## src/rtl/ah_credit_sender.sv

```systemverilog
// Transmit end of the AH credit-based write interface: a 2-entry skid buffer, a credit counter and a send FSM.
// Optional snoop stage before each send is enabled by defining AH_SENDER_SNOOP_EN.
module ah_credit_sender #(
    parameter int DATA_W   = 8,
    parameter int CREDITS  = 10,
    parameter int CREDIT_W = 4
) (
    input  logic                clk,
    input  logic                rstn,
    input  logic [DATA_W-1:0]   in_data,
    input  logic                in_valid,
    output logic                in_ready,
    output logic [DATA_W-1:0]   wr_data,
    output logic                wr_valid,
    input  logic                wr_credit,
    output logic [CREDIT_W-1:0] credit_cnt,
    output logic                credit_err,
    output logic                idle,
    output logic [DATA_W-1:0]   snoop_data,
    output logic                snoop_valid,
    input  logic                snoop_match
);
    localparam logic [CREDIT_W-1:0] CREDIT_MAX = CREDIT_W'(CREDITS);

    typedef enum logic [2:0] {ST_INIT, ST_IDLE, ST_HEAD, ST_WAIT, ST_SEND, ST_SNOOP} state_e;

    state_e                   state_q, state_d;
    logic [1:0][DATA_W-1:0]   buf_q, buf_d;
    logic [1:0]               occ_q, occ_d, occ_kept;
    logic [CREDIT_W-1:0]      cnt_q, cnt_d;
    logic                     err_q, err_d;
    logic                     in_ready_q, in_ready_d;
    logic                     wr_valid_q, wr_valid_d;
    logic [DATA_W-1:0]        wr_data_q, wr_data_d;
    logic                     idle_q, idle_d;
    logic                     push, sending, pop, drop;

`ifdef AH_SENDER_SNOOP_EN
    assign drop = (state_q == ST_SNOOP) && snoop_match;
`else
    logic unused_snoop_match;
    assign unused_snoop_match = snoop_match;
    assign drop               = 1'b0;
`endif

    always_comb begin
        // NOTE: every signal driven here gets a default first, so no branch can leave one unassigned and infer a latch.
        push     = in_valid && in_ready_q;
        sending  = (state_q == ST_SEND);
        pop      = sending || drop;

        // Head always lives in entry 0; a pop shifts entry 1 forward before the push lands.
        buf_d    = buf_q;
        occ_kept = occ_q - {1'b0, pop};
        if (pop)
            buf_d[0] = buf_q[1];
        if (push) begin
            if (occ_kept == 2'd0)
                buf_d[0] = in_data;
            else
                buf_d[1] = in_data;
        end
        occ_d = occ_kept + {1'b0, push};

        cnt_d = cnt_q;
        err_d = err_q;
        if (sending && !wr_credit)
            cnt_d = cnt_q - CREDIT_W'(1);
        else if (!sending && wr_credit) begin
            if (cnt_q == CREDIT_MAX)
                err_d = 1'b1;
            else
                cnt_d = cnt_q + CREDIT_W'(1);
        end

        state_d = state_q;
        case (state_q)
            ST_INIT: state_d = ST_IDLE;
            ST_IDLE: if (push) state_d = ST_HEAD;
`ifdef AH_SENDER_SNOOP_EN
            ST_HEAD: state_d = ST_SNOOP;
            ST_SNOOP: begin
                if (snoop_match)
                    state_d = (occ_d != 2'd0) ? ST_HEAD : ST_IDLE;
                else
                    state_d = (cnt_q != '0) ? ST_SEND : ST_WAIT;
            end
`else
            ST_HEAD: state_d = (cnt_q != '0) ? ST_SEND : ST_WAIT;
`endif
            // Leaving on the updated count also covers a credit that arrived on the cycle WAIT was entered.
            ST_WAIT: if (cnt_d != '0) state_d = ST_SEND;
            ST_SEND: state_d = (occ_d != 2'd0) ? ST_HEAD : ST_IDLE;
            default: state_d = ST_INIT;
        endcase

        wr_valid_d = (state_d == ST_SEND);
        wr_data_d  = wr_valid_d ? buf_d[0] : wr_data_q;
        // A pop already scheduled for next cycle frees a slot, so a full buffer may still take a push.
        in_ready_d = (occ_d < 2'd2) || wr_valid_d;
        idle_d     = (occ_d == 2'd0) && (cnt_d == CREDIT_MAX);
    end

    always_ff @(posedge clk or negedge rstn) begin
        if (!rstn) begin
            state_q    <= ST_INIT;
            occ_q      <= 2'd0;
            cnt_q      <= CREDIT_MAX;
            err_q      <= 1'b0;
            in_ready_q <= 1'b0;
            wr_valid_q <= 1'b0;
            wr_data_q  <= '0;
            idle_q     <= 1'b1;
        end else begin
            // NOTE: non-blocking assignments make every register sample the pre-edge values of the others.
            state_q    <= state_d;
            occ_q      <= occ_d;
            cnt_q      <= cnt_d;
            err_q      <= err_d;
            in_ready_q <= in_ready_d;
            wr_valid_q <= wr_valid_d;
            wr_data_q  <= wr_data_d;
            idle_q     <= idle_d;
        end
    end

    // NOTE: buffer storage is deliberately not reset; occ_q alone says which entries hold live data.
    always_ff @(posedge clk) begin
        buf_q <= buf_d;
    end

`ifdef AH_SENDER_SNOOP_EN
    logic              snoop_valid_q, snoop_valid_d;
    logic [DATA_W-1:0] snoop_data_q, snoop_data_d;

    always_comb begin
        snoop_valid_d = (state_d == ST_SNOOP);
        snoop_data_d  = snoop_valid_d ? buf_d[0] : snoop_data_q;
    end

    always_ff @(posedge clk or negedge rstn) begin
        if (!rstn) begin
            snoop_valid_q <= 1'b0;
            snoop_data_q  <= '0;
        end else begin
            snoop_valid_q <= snoop_valid_d;
            snoop_data_q  <= snoop_data_d;
        end
    end

    assign snoop_valid = snoop_valid_q;
    assign snoop_data  = snoop_data_q;
`else
    assign snoop_valid = 1'b0;
    assign snoop_data  = '0;
`endif

    assign in_ready   = in_ready_q;
    assign wr_valid   = wr_valid_q;
    assign wr_data    = wr_data_q;
    assign credit_cnt = cnt_q;
    assign credit_err = err_q;
    assign idle       = idle_q;

endmodule

```

## config.mk

```make
export PLATFORM = sky130hd
export DESIGN_NAME = ah_credit_sender
export DESIGN_NICKNAME = d
export VERILOG_FILES = /design/src/rtl/ah_credit_sender.sv
export SDC_FILE = /design/constraint.sdc
export NUM_CORES = 1
export LEC_CHECK = 0
export CAP_MARGIN = 20
export CORE_MARGIN = 2
export CORE_UTILIZATION = 44
export CTS_CLUSTER_DIAMETER = 40
export CTS_CLUSTER_SIZE = 24
export DETAILED_ROUTE_END_ITERATION = 12
export PLACE_DENSITY_LB_ADDON = 0.3
export SETUP_SLACK_MARGIN = 0.3
export SLEW_MARGIN = 20
export SYNTH_ARGS = -nofsm -noshare
export SYNTH_HDL_FRONTEND = slang
export SYNTH_SLANG_ARGS = --single-unit
```

## constraint.sdc

```tcl
create_clock -name clk -period 2.8 [get_ports clk]
set_input_delay 0.7 -clock clk [delete_from_list [all_inputs] [get_ports clk]]
set_output_delay 0.7 -clock clk [all_outputs]
set_load 0.01 [all_outputs]
```

==> impl_metrics.py, run 1 <==
metrics = {
    "outcome": {
        "status": "finished clean",
    },
    "drt": {
        "wl_per_cell_um": 15.5,
        "drt_iter0_drc": 76,
        "num_vias": 1382,
        "ant_nets": 0,
        "route.detailed.drc": 0,
        "drtPass1Iterations": 4,
        "drt-vias-per-instance": 5.44,
        "finalWirelength_um": 3940,
    },
    "global_route": {
        "antenna_found_initial": 0,
        "grt_pass1_wl_um": 6440,
        "gr-total-overflow": 0,
        "grt_usage": 0.169,
        "grt_pass1_vias": 1343,
        "grt_max_degree": 22,
    },
    "timing": {
        "period_needed_ns": 2.39,
        "min_period_over_period": 0.852,
        "rsz0062_at_grt": "false",
        "setup_viol": 0,
        "hold_viol_final": 0,
        "drv_slew": 0,
        "tns_ns": 0,
        "clock_skew_ns": 0.00550,
        "fmax_mhz": 419,
        "slew_headroom": 0.639,
        "tightest_slew_ns": 0.540,
    },
    "worst_setup_path": {
        "crit_fanout": 9,
        "critical_path_class": "input port to register",
        "endpoint_kind": "register",
        "cp-start-kind": "input port",
        "crit_arrival_ns": 2.59,
        "crit_required_ns": 3.01,
    },
    "cts": {
        "cts_tree": "done",
        "clockBufferDepth": 2,
        "cts_made_buffers": 5,
        "cts_root_buffer": "clkbuf_8",
        "cts.sinks": 37,
        "ctsHoldBuffers": 0,
        "cts.clk_slew.worst_paths_ns": 0.07,
        "h-tree-depth": 2,
        "clk_latency_ns": 0.29,
    },
    "power_and_ir_drop": {
        "power_leakage_nw": 0.930,
        "powerDensity_nw_per_um2": 673,
        "peakVddDrop_mv": 0.506,
        "finalPower_w": 0.00154,
    },
    "worst_hold_path": {
        "hp-class": "register to register",
    },
    "yosys": {
        "synthAdderAreaFrac": 0.0329,
        "synth_top_family_by_area": "simple AND/OR/NAND/NOR gates",
        "yosys.area.top_type_share": 0.237,
        "synth.mux.area_fraction": 0.0948,
        "yosysWarnings": 0,
        "synth_area_per_cell_um2": 11.2,
        "synth_area_um2": 1900,
        "synth-compound-area-share": 0.132,
        "synth_xor_area_frac": 0.0263,
        "synth_top_area_cell": "dfrtp_1",
        "synth-simple-area-share": 0.145,
        "yosys-top-cells-area": "dfrtp_1 (24%), edfxtp_1 (13%), mux2_2 (9.5%)",
        "ys_types": 45,
        "ys_seq_area_frac": 0.489,
        "synthCells": 169,
        "synth.ff_latch_count": 37,
    },
    "floorplan": {
        "rows": 23,
        "die_area_um2": 4860,
        "die_y_um": 69.7,
        "initial_core_util": 0.465,
        "coreArea_um2": 4090,
        "die_w_um": 69.7,
        "io_pins": 38,
    },
    "placement": {
        "dp_hpwl_um": 2730,
        "gp_congestion": 0.876,
        "port_buffers": 27,
    },
    "run": {
        "drv_cap": 0,
    },
    "final_layout": {
        "syn2layout_area_growth_pct": 20.8,
        "fin_nets": 221,
        "n_antenna_cell": 0,
        "final_cell_mix": "clkdlybuf4s50_1 (27), nand2_1 (19), dfrtp_1 (18), mux2_2 (16)",
        "drive_gt1_frac": 0.240,
        "final_common_cell": "clkdlybuf4s50_1",
    },
}
-- critical path, cell delays in order --
cell and delay [ns]:
clkdlybuf4s50_1 0.53, buf_4 0.18, nand4_1 0.10, o2bb2ai_2 0.19, xnor2_2 0.17, inv_2 0.12, or4_1 0.49, o211ai_1 0.11
-- logic make-up (layout without fill, tap and decap cells) --
family / after synthesis / in the layout
buffers and inverters: 25 / 52
multiplexers: 16 / 16
adder cells (fa/ha/maj): 5 / 5
XOR/XNOR: 4 / 4
other: 1 / 9
AO/OA/AOI/OAI: 34 / 34
flip-flops: 37 / 37
AND/OR/NAND/NOR: 47 / 47
-- per-layer routing --
metal  global-route usage  up-vias  wire length [µm]
met5                    0        -                 0
met4               0.0470        0                47
met3               0.0567        8               235
met2                0.266       43              1880
met1                0.225      665              1780
li1                     -      666                 -
-- layout make-up --
class,instances,area [µm²]
fillers,375,1790
flip-flops and latches,37,930
multi-input cells,115,855
repair buffers,35,330
clock buffers,6,72.6
well taps,50,62.6
inverters,9,36.3
clock inverters,2,10.0
-- final timing paths --
| kind | from | to | slack (ns) | depth (start not counted) |
|---|---|---|---|---|
| hold reg to reg | credit_err | credit_err | 0.48 | 1 |
| min in group asynchronous | rstn | state_q[0] | 0.76 | 2 |
| max in group asynchronous | rstn | credit_cnt[3] | 1.77 | 2 |
| setup / recovery | wr_credit | wr_data[7] | 0.41 | 8 |
| hold / removal | credit_err | credit_err | 0.48 | 1 |
| setup reg to reg | state_q[1] | wr_data[7] | 0.44 | 8 |
-- report_power, final --
group | internal [W] | total (W) | switching [W] | leakage (nW)
Sequential | 0.000600 | 0.000655 | 0.0000558 | 0.357
Clock | 0.000172 | 0.000357 | 0.000185 | 0.0450
Combinational | 0.000234 | 0.000532 | 0.000298 | 0.529
-- state kept, by name, summed over array words and instances, names as in the netlist --
register and cells:
credit_err 1, buf_q 16, in_ready 1, wr_data 8, occ_q 2, credit_cnt 4, wr_valid 1, state_q 3
idle 1
-- cells in the mapped netlist, drive strengths merged --
cell type	n
a211o	1
a21boi	1
a21oi	4
a22o	1
a31oi	1
a41oi	1
and2	2
and4	2
buf	12
clkbuf	4
conb	1
dfrtp	18
dfstp	3
dfxtp	8
edfxtp	8
ha	5
inv	9
mux2	16
nand2	19
nand2b	1
nand3	1
nand3b	1
nand4	2
nor2	3
nor3	5
nor4b	2
o211a	1
o211ai	8
o21a	1
o21ai	9
o21bai	1
o22ai	1
o2bb2ai	2
o31ai	2
or3b	1
or4	8
xnor2	4
-- through the flow --
step                       util  setup WS [ns]  hold WS, ns  std cells  instance area, µm²
after floorplan               -          0.312        0.404        177                1930
after global placement    0.540         0.0327        0.464        245                2210
after detailed placement  0.540       0.000482        0.473        245                2210
after CTS                 0.560          0.310        0.488        253                2290
after global routing      0.562          0.314        0.510        254                2300
final                     0.562          0.415        0.477        254                2300
-- timing repair --
action,CTS,global route
endpoints found under the setup margin,0,8
resized for setup,0,0
buffers inserted,0,1
(Power assumes the default switching activity.)
==> run 2, diff against run 1 <==
CORE_MARGIN = 3   (was 2)
GPL_TIMING_DRIVEN = 1   (was default)
==> run 2 against run 1 <==
Effect of this change:
- sequential power about the same
- register-to-register slack improved by 0.04 ns
- non-clock buffer count increased by 3
- clock power increased by 26%
- critical path depth fell by 1
- power grew 7.8%
- die area increased by 5.8%
==> impl_metrics.py, run 2 (synthesized netlist as in run 1, its figures left out) <==
metrics = {
    "final_layout": {
        "fin_nets": 224,
        "syn2layout_area_growth_pct": 23.3,
        "drive_gt1_frac": 0.251,
        "postLayoutCellArea_um2": 2340,
        "final_cell_mix": "clkdlybuf4s50_1 (26), nand2_1 (19), dfrtp_1 (18), mux2_2 (16), buf_4 (10)",
        "fillers": 346,
        "regMostFlops": "buf_q",
        "n_antenna_cell": 0,
        "fin_cells": 257,
        "final_common_cell": "clkdlybuf4s50_1",
        "largest_register_ffs": 16,
    },
    "worst_setup_path": {
        "r2r_slack_ns": 0.48,
        "reg2reg_depth": 7,
        "crit_fanout": 7,
        "cp-start-kind": "register",
        "crit_arrival_ns": 2.53,
        "endpoint_kind": "register",
        "crit_required_ns": 3.01,
        "critical_path_class": "register to register",
    },
    "outcome": {
        "status": "finished clean",
    },
    "power_and_ir_drop": {
        "internal-power_w": 0.00111,
        "p_sw_w": 0.000552,
        "powerDensity_nw_per_um2": 711,
        "pwr-share-comb": 0.337,
        "clkPwrFrac": 0.271,
        "peakVddDrop_mv": 0.376,
        "pwr-share-seq": 0.392,
        "p_sw_frac": 0.331,
        "power_leakage_nw": 0.965,
    },
    "run": {
        "drv_cap": 0,
    },
    "floorplan": {
        "coreArea_um2": 4090,
        "die_w_um": 71.7,
        "die_y_um": 71.7,
        "io_pins": 38,
        "die_area_um2": 5140,
        "initial_core_util": 0.465,
        "rows": 23,
    },
    "drt": {
        "wl_per_cell_um": 15.1,
        "route.detailed.drc": 0,
        "num_vias": 1384,
        "ant_nets": 0,
        "drt_iter0_drc": 87,
        "drtPass1Iterations": 4,
        "finalWirelength_um": 3880,
        "drt-vias-per-instance": 5.39,
    },
    "cts": {
        "h-tree-depth": 2,
        "cts_tree": "done",
        "cts_made_buffers": 5,
        "cts.sinks": 37,
        "clockBufferDepth": 2,
        "ctsHoldBuffers": 0,
        "cts.clk_slew.worst_paths_ns": 0.07,
        "cts_root_buffer": "clkbuf_8",
        "clk_latency_ns": 0.29,
    },
    "timing": {
        "slew_headroom": 0.629,
        "min_period_over_period": 0.828,
        "clock_skew_ns": 0.00858,
        "period_needed_ns": 2.32,
        "tns_ns": 0,
        "fmax_mhz": 431,
        "drv_slew": 0,
        "tightest_slew_ns": 0.555,
        "hold_viol_final": 0,
        "rsz0062_at_grt": "false",
        "setup_viol": 0,
    },
    "worst_hold_path": {
        "whs_path_depth": 1,
        "hp-class": "register to register",
    },
    "placement": {
        "placed_area_um2": 2210,
        "port_buffers": 27,
        "place_inst": 245,
        "gp_congestion": 0.887,
        "dp_hpwl_um": 2740,
    },
    "global_route": {
        "grt_usage": 0.162,
        "grt_pass1_vias": 1410,
        "antenna_found_initial": 0,
        "grt_max_degree": 22,
        "grt_pass1_wl_um": 6490,
        "gr-total-overflow": 0,
    },
}
run 2: cell count changes in the layout (fill, tap and decap cells not counted), sizes merged:
| cell | delta |
|---|---|
| clkbuf | +1 |
| buf | +2 |
| dlymetal6s2s | +1 |
| bufinv | +1 |
| clkinv | -1 |
| clkdlybuf4s50 | -1 |
run 2: path summary, 6_finish.rpt:
| path | startpoint | end |
|---|---|---|
| min reg2reg | credit_err | credit_err |
| min in group asynchronous | rstn | occ_q[1] |
| max reg2reg | state_q[0] | wr_data[5] |
| max | state_q[0] | wr_data[5] |
| min | credit_err | credit_err |
| max in group asynchronous | rstn | credit_cnt[3] |
run 2: per-layer routing:
metal	track usage	vias to the layer above	routed length (µm)
met1	0.201	670	1710
met2	0.265	36	1890
met5	0	-	0
li1	-	673	-
met4	0.0564	0	53
met3	0.0519	5	223
run 2: critical path, stage by stage (launching register included):
cell      delay, ns
dfrtp_1        0.48
or3b_4         0.45
a31oi_2        0.23
xnor2_2        0.18
inv_2          0.10
clkbuf_2       0.15
or4_1          0.52
o211ai_1       0.12
run 2: layout make-up:
type / instances / area (µm²) / area share
clock buffers: 6 / 72.6 / 0.0310
clock inverters: 2 / 35.0 / 0.0149
inverters: 9 / 36.3 / 0.0155
multi-input cells: 115 / 855 / 0.365
flip-flops and latches: 37 / 930 / 0.397
well taps: 50 / 62.6 / 0.0267
repair buffers: 38 / 353 / 0.151
run 2: per-stage QoR:
stage / hold WS (ns) / total power (W) / setup slack [ns] / util
after floorplan: 0.404 / 0.00102 / 0.312 / -
after global placement: 0.464 / 0.00117 / 0.0305 / 0.540
after detailed placement: 0.469 / 0.00120 / -0.0296 / 0.540
after CTS: 0.484 / 0.00165 / 0.344 / 0.568
after global routing: 0.522 / 0.00176 / 0.358 / 0.573
final: 0.476 / 0.00167 / 0.481 / 0.573
run 2: timing repair:
| action | 4_1_cts | 5_1_grt |
|---|---|---|
| pin swaps | 1 | 1 |
| resized for setup | 0 | 1 |
| endpoints found under the setup margin | 8 | 8 |
| setup buffers | 1 | 3 |
run 2: power groups by stage:
stage / Sequential, W / Clock (W) / Combinational, W
6_report: 0.000653 / 0.000451 / 0.000561
3_3_place_gp: 0.000660 / 0 / 0.000513
3_5_place_dp: 0.000662 / 0 / 0.000534
4_1_cts: 0.000652 / 0.000457 / 0.000538
2_1_floorplan: 0.000672 / 0 / 0.000352
5_1_grt: 0.000660 / 0.000490 / 0.000613
==> run 3, diff against run 2 <==
clock period = 2.1 ns   (was 2.8 ns; I/O delays follow)
==> run 3 against run 2 <==
Effect of this change:
- the flow now finishes with violations (negative setup slack)
- die area unchanged
- clock skew shrank 0.0022 ns
- critical path type unchanged
- non-clock buffer count increased by 23
- core utilization grew 11 points
- sequential power up 32%
- via count increased by 17%
- hold slack better by 0.0017 ns
==> impl_metrics.py, run 3 (synthesized netlist as in run 1, its figures left out) <==
metrics = {
    "cts": {
        "cts.sinks": 37,
        "cts_tree": "done",
        "ctsHoldBuffers": 0,
        "cts_root_buffer": "clkbuf_8",
        "clk_latency_ns": 0.29,
        "h-tree-depth": 2,
        "cts_made_buffers": 5,
        "cts.clk_slew.worst_paths_ns": 0.07,
        "clockBufferDepth": 2,
    },
    "final_layout": {
        "syn2layout_area_growth_pct": 47.3,
        "final_cell_mix": "buf_4 (25), clkdlybuf4s50_1 (19), nand2_1 (17), dfrtp_1 (16), conb_1 (9)",
        "regMostFlops": "buf_q",
        "final_common_cell": "buf_4",
        "postLayoutCellArea_um2": 2800,
        "fin_nets": 249,
        "fin_util": 0.685,
        "largest_register_ffs": 16,
        "drive_gt1_frac": 0.440,
        "n_antenna_cell": 0,
    },
    "placement": {
        "placed_area_um2": 2400,
        "pre_cts_slack_ns": -0.477,
        "gp_congestion": 0.924,
        "dp_hpwl_um": 3080,
        "port_buffers": 27,
    },
    "run": {
        "drv_cap": 0,
    },
    "timing": {
        "period_needed_ns": 2.15,
        "slew_headroom": 0.387,
        "hold_viol_final": 0,
        "worst_hold_slack_ns": 0.478,
        "tightest_slew_ns": 0.915,
        "clock_skew_ns": 0.00639,
        "fmax_mhz": 466,
        "min_period_over_period": 1.02,
        "rsz0062_at_grt": "true",
        "setup_viol": 11,
        "drv_slew": 0,
        "fin_ws_ns": -0.0456,
    },
    "worst_setup_path": {
        "cp-startpoint": "credit_cnt[1]",
        "crit_end": "wr_data[3]",
        "cp-start-kind": "register",
        "reg2reg_from": "credit_cnt[1]",
        "crit_fanout": 9,
        "crit_arrival_ns": 2.35,
        "r2r_slack_ns": -0.05,
        "worstReg2RegEnd": "wr_data[3]",
        "critical_path_class": "register to register",
        "crit_required_ns": 2.31,
        "endpoint_kind": "register",
        "reg2reg_depth": 7,
    },
    "drt": {
        "drt_iter0_drc": 102,
        "ant_nets": 0,
        "wl_per_cell_um": 18.0,
        "drt-vias-per-instance": 5.73,
        "drtPass1Iterations": 4,
        "route.detailed.drc": 0,
        "finalWirelength_um": 5060,
        "num_vias": 1616,
    },
    "power_and_ir_drop": {
        "powerDensity_nw_per_um2": 932,
        "power_leakage_nw": 1.16,
        "peakVddDrop_mv": 0.518,
    },
    "floorplan": {
        "coreArea_um2": 4090,
        "io_pins": 38,
        "die_y_um": 71.7,
        "rows": 23,
        "die_area_um2": 5140,
        "die_w_um": 71.7,
        "initial_core_util": 0.465,
    },
    "global_route": {
        "grt_pass1_wl_um": 7700,
        "gr-total-overflow": 0,
        "antenna_found_initial": 0,
        "grt_usage": 0.196,
        "grt_pass1_vias": 1644,
        "grt_max_degree": 22,
    },
    "outcome": {
        "status": "finished with violations",
        "violations": "negative setup slack",
    },
    "worst_hold_path": {
        "hp-class": "register to register",
    },
}
## run 3: cell types whose count changed in the layout (fill, tap and decap cells not counted), moves of 4 or more
cell / previous run / this run
buf_4: 10 / 25
buf_6: 0 / 8
mux2_2: 16 / 8
mux2_4: 0 / 8
clkdlybuf4s50_1: 26 / 19
dlygate4sd2_1: 0 / 5
nor3_1: 5 / 1
## run 3: stage by stage
stage          power [W]  setup TNS, ns  cells
6_report         0.00261         -0.343    282
4_1_cts          0.00240              0    274
3_5_place_dp     0.00175          -5.51    257
5_1_grt          0.00274          -1.03    282
3_3_place_gp     0.00172          -5.20    257
2_1_floorplan    0.00138        -0.0734    177
## run 3: critical path, cell delays in order (launching register included)
cell,delay (ns)
dfstp_2,0.56
ha_1,0.15
nand3b_1,0.16
a31oi_4,0.23
xnor2_2,0.17
inv_2,0.13
or4_1,0.54
o211ai_1,0.11
## run 3: how the worst min path moves through the flow
stage / startpoint / endpoint / slack (ns) / cells after the start
6_report: credit_err / credit_err / 0.48 / 1
5_1_grt: credit_err / credit_err / 0.51 / 1
4_1_cts: credit_err / credit_err / 0.48 / 1
3_5_place_dp: credit_err / credit_err / 0.47 / 1
3_3_place_gp: credit_err / credit_err / 0.46 / 1
2_1_floorplan: rstn / credit_cnt[0] / 0.23 / 0
## run 3: timing repair
action / in CTS / in global routing
setup endpoints to repair: 36 / 34
buffers inserted: 8 / 7
resized for setup: 25 / 23
hold endpoints to repair: 0 / 0
gates cloned: 1 / 1
pin swaps: 17 / 6
## run 3: layout make-up
class / instances / area [µm²]
sequential: 37 / 932
tap: 50 / 62.6
multi-input combinational: 117 / 1110
clock buffer: 6 / 72.6
clock inverter: 2 / 10.0
fill: 274 / 1290
inverter: 9 / 41.3
timing repair buffer: 61 / 569
## run 3: metal layers
| layer | up-vias | global-route usage | part of all wire | wire length (µm) |
|---|---|---|---|---|
| li1 | 724 | - | - | - |
| met1 | 801 | 0.218 | 0.39 | 1970 |
| met2 | 75 | 0.349 | 0.52 | 2610 |
| met3 | 16 | 0.0477 | 0.064 | 326 |
| met4 | 0 | 0.0898 | 0.031 | 157 |
| met5 | - | 0 | 0 | 0 |
## run 3: where the power goes
group / internal, W / switching (W) / total, W
combinational: 0.000629 / 0.000642 / 0.00127
clock: 0.000230 / 0.000248 / 0.000478
sequential: 0.000801 / 0.0000590 / 0.000860
total: 0.00166 / 0.000949 / 0.00261
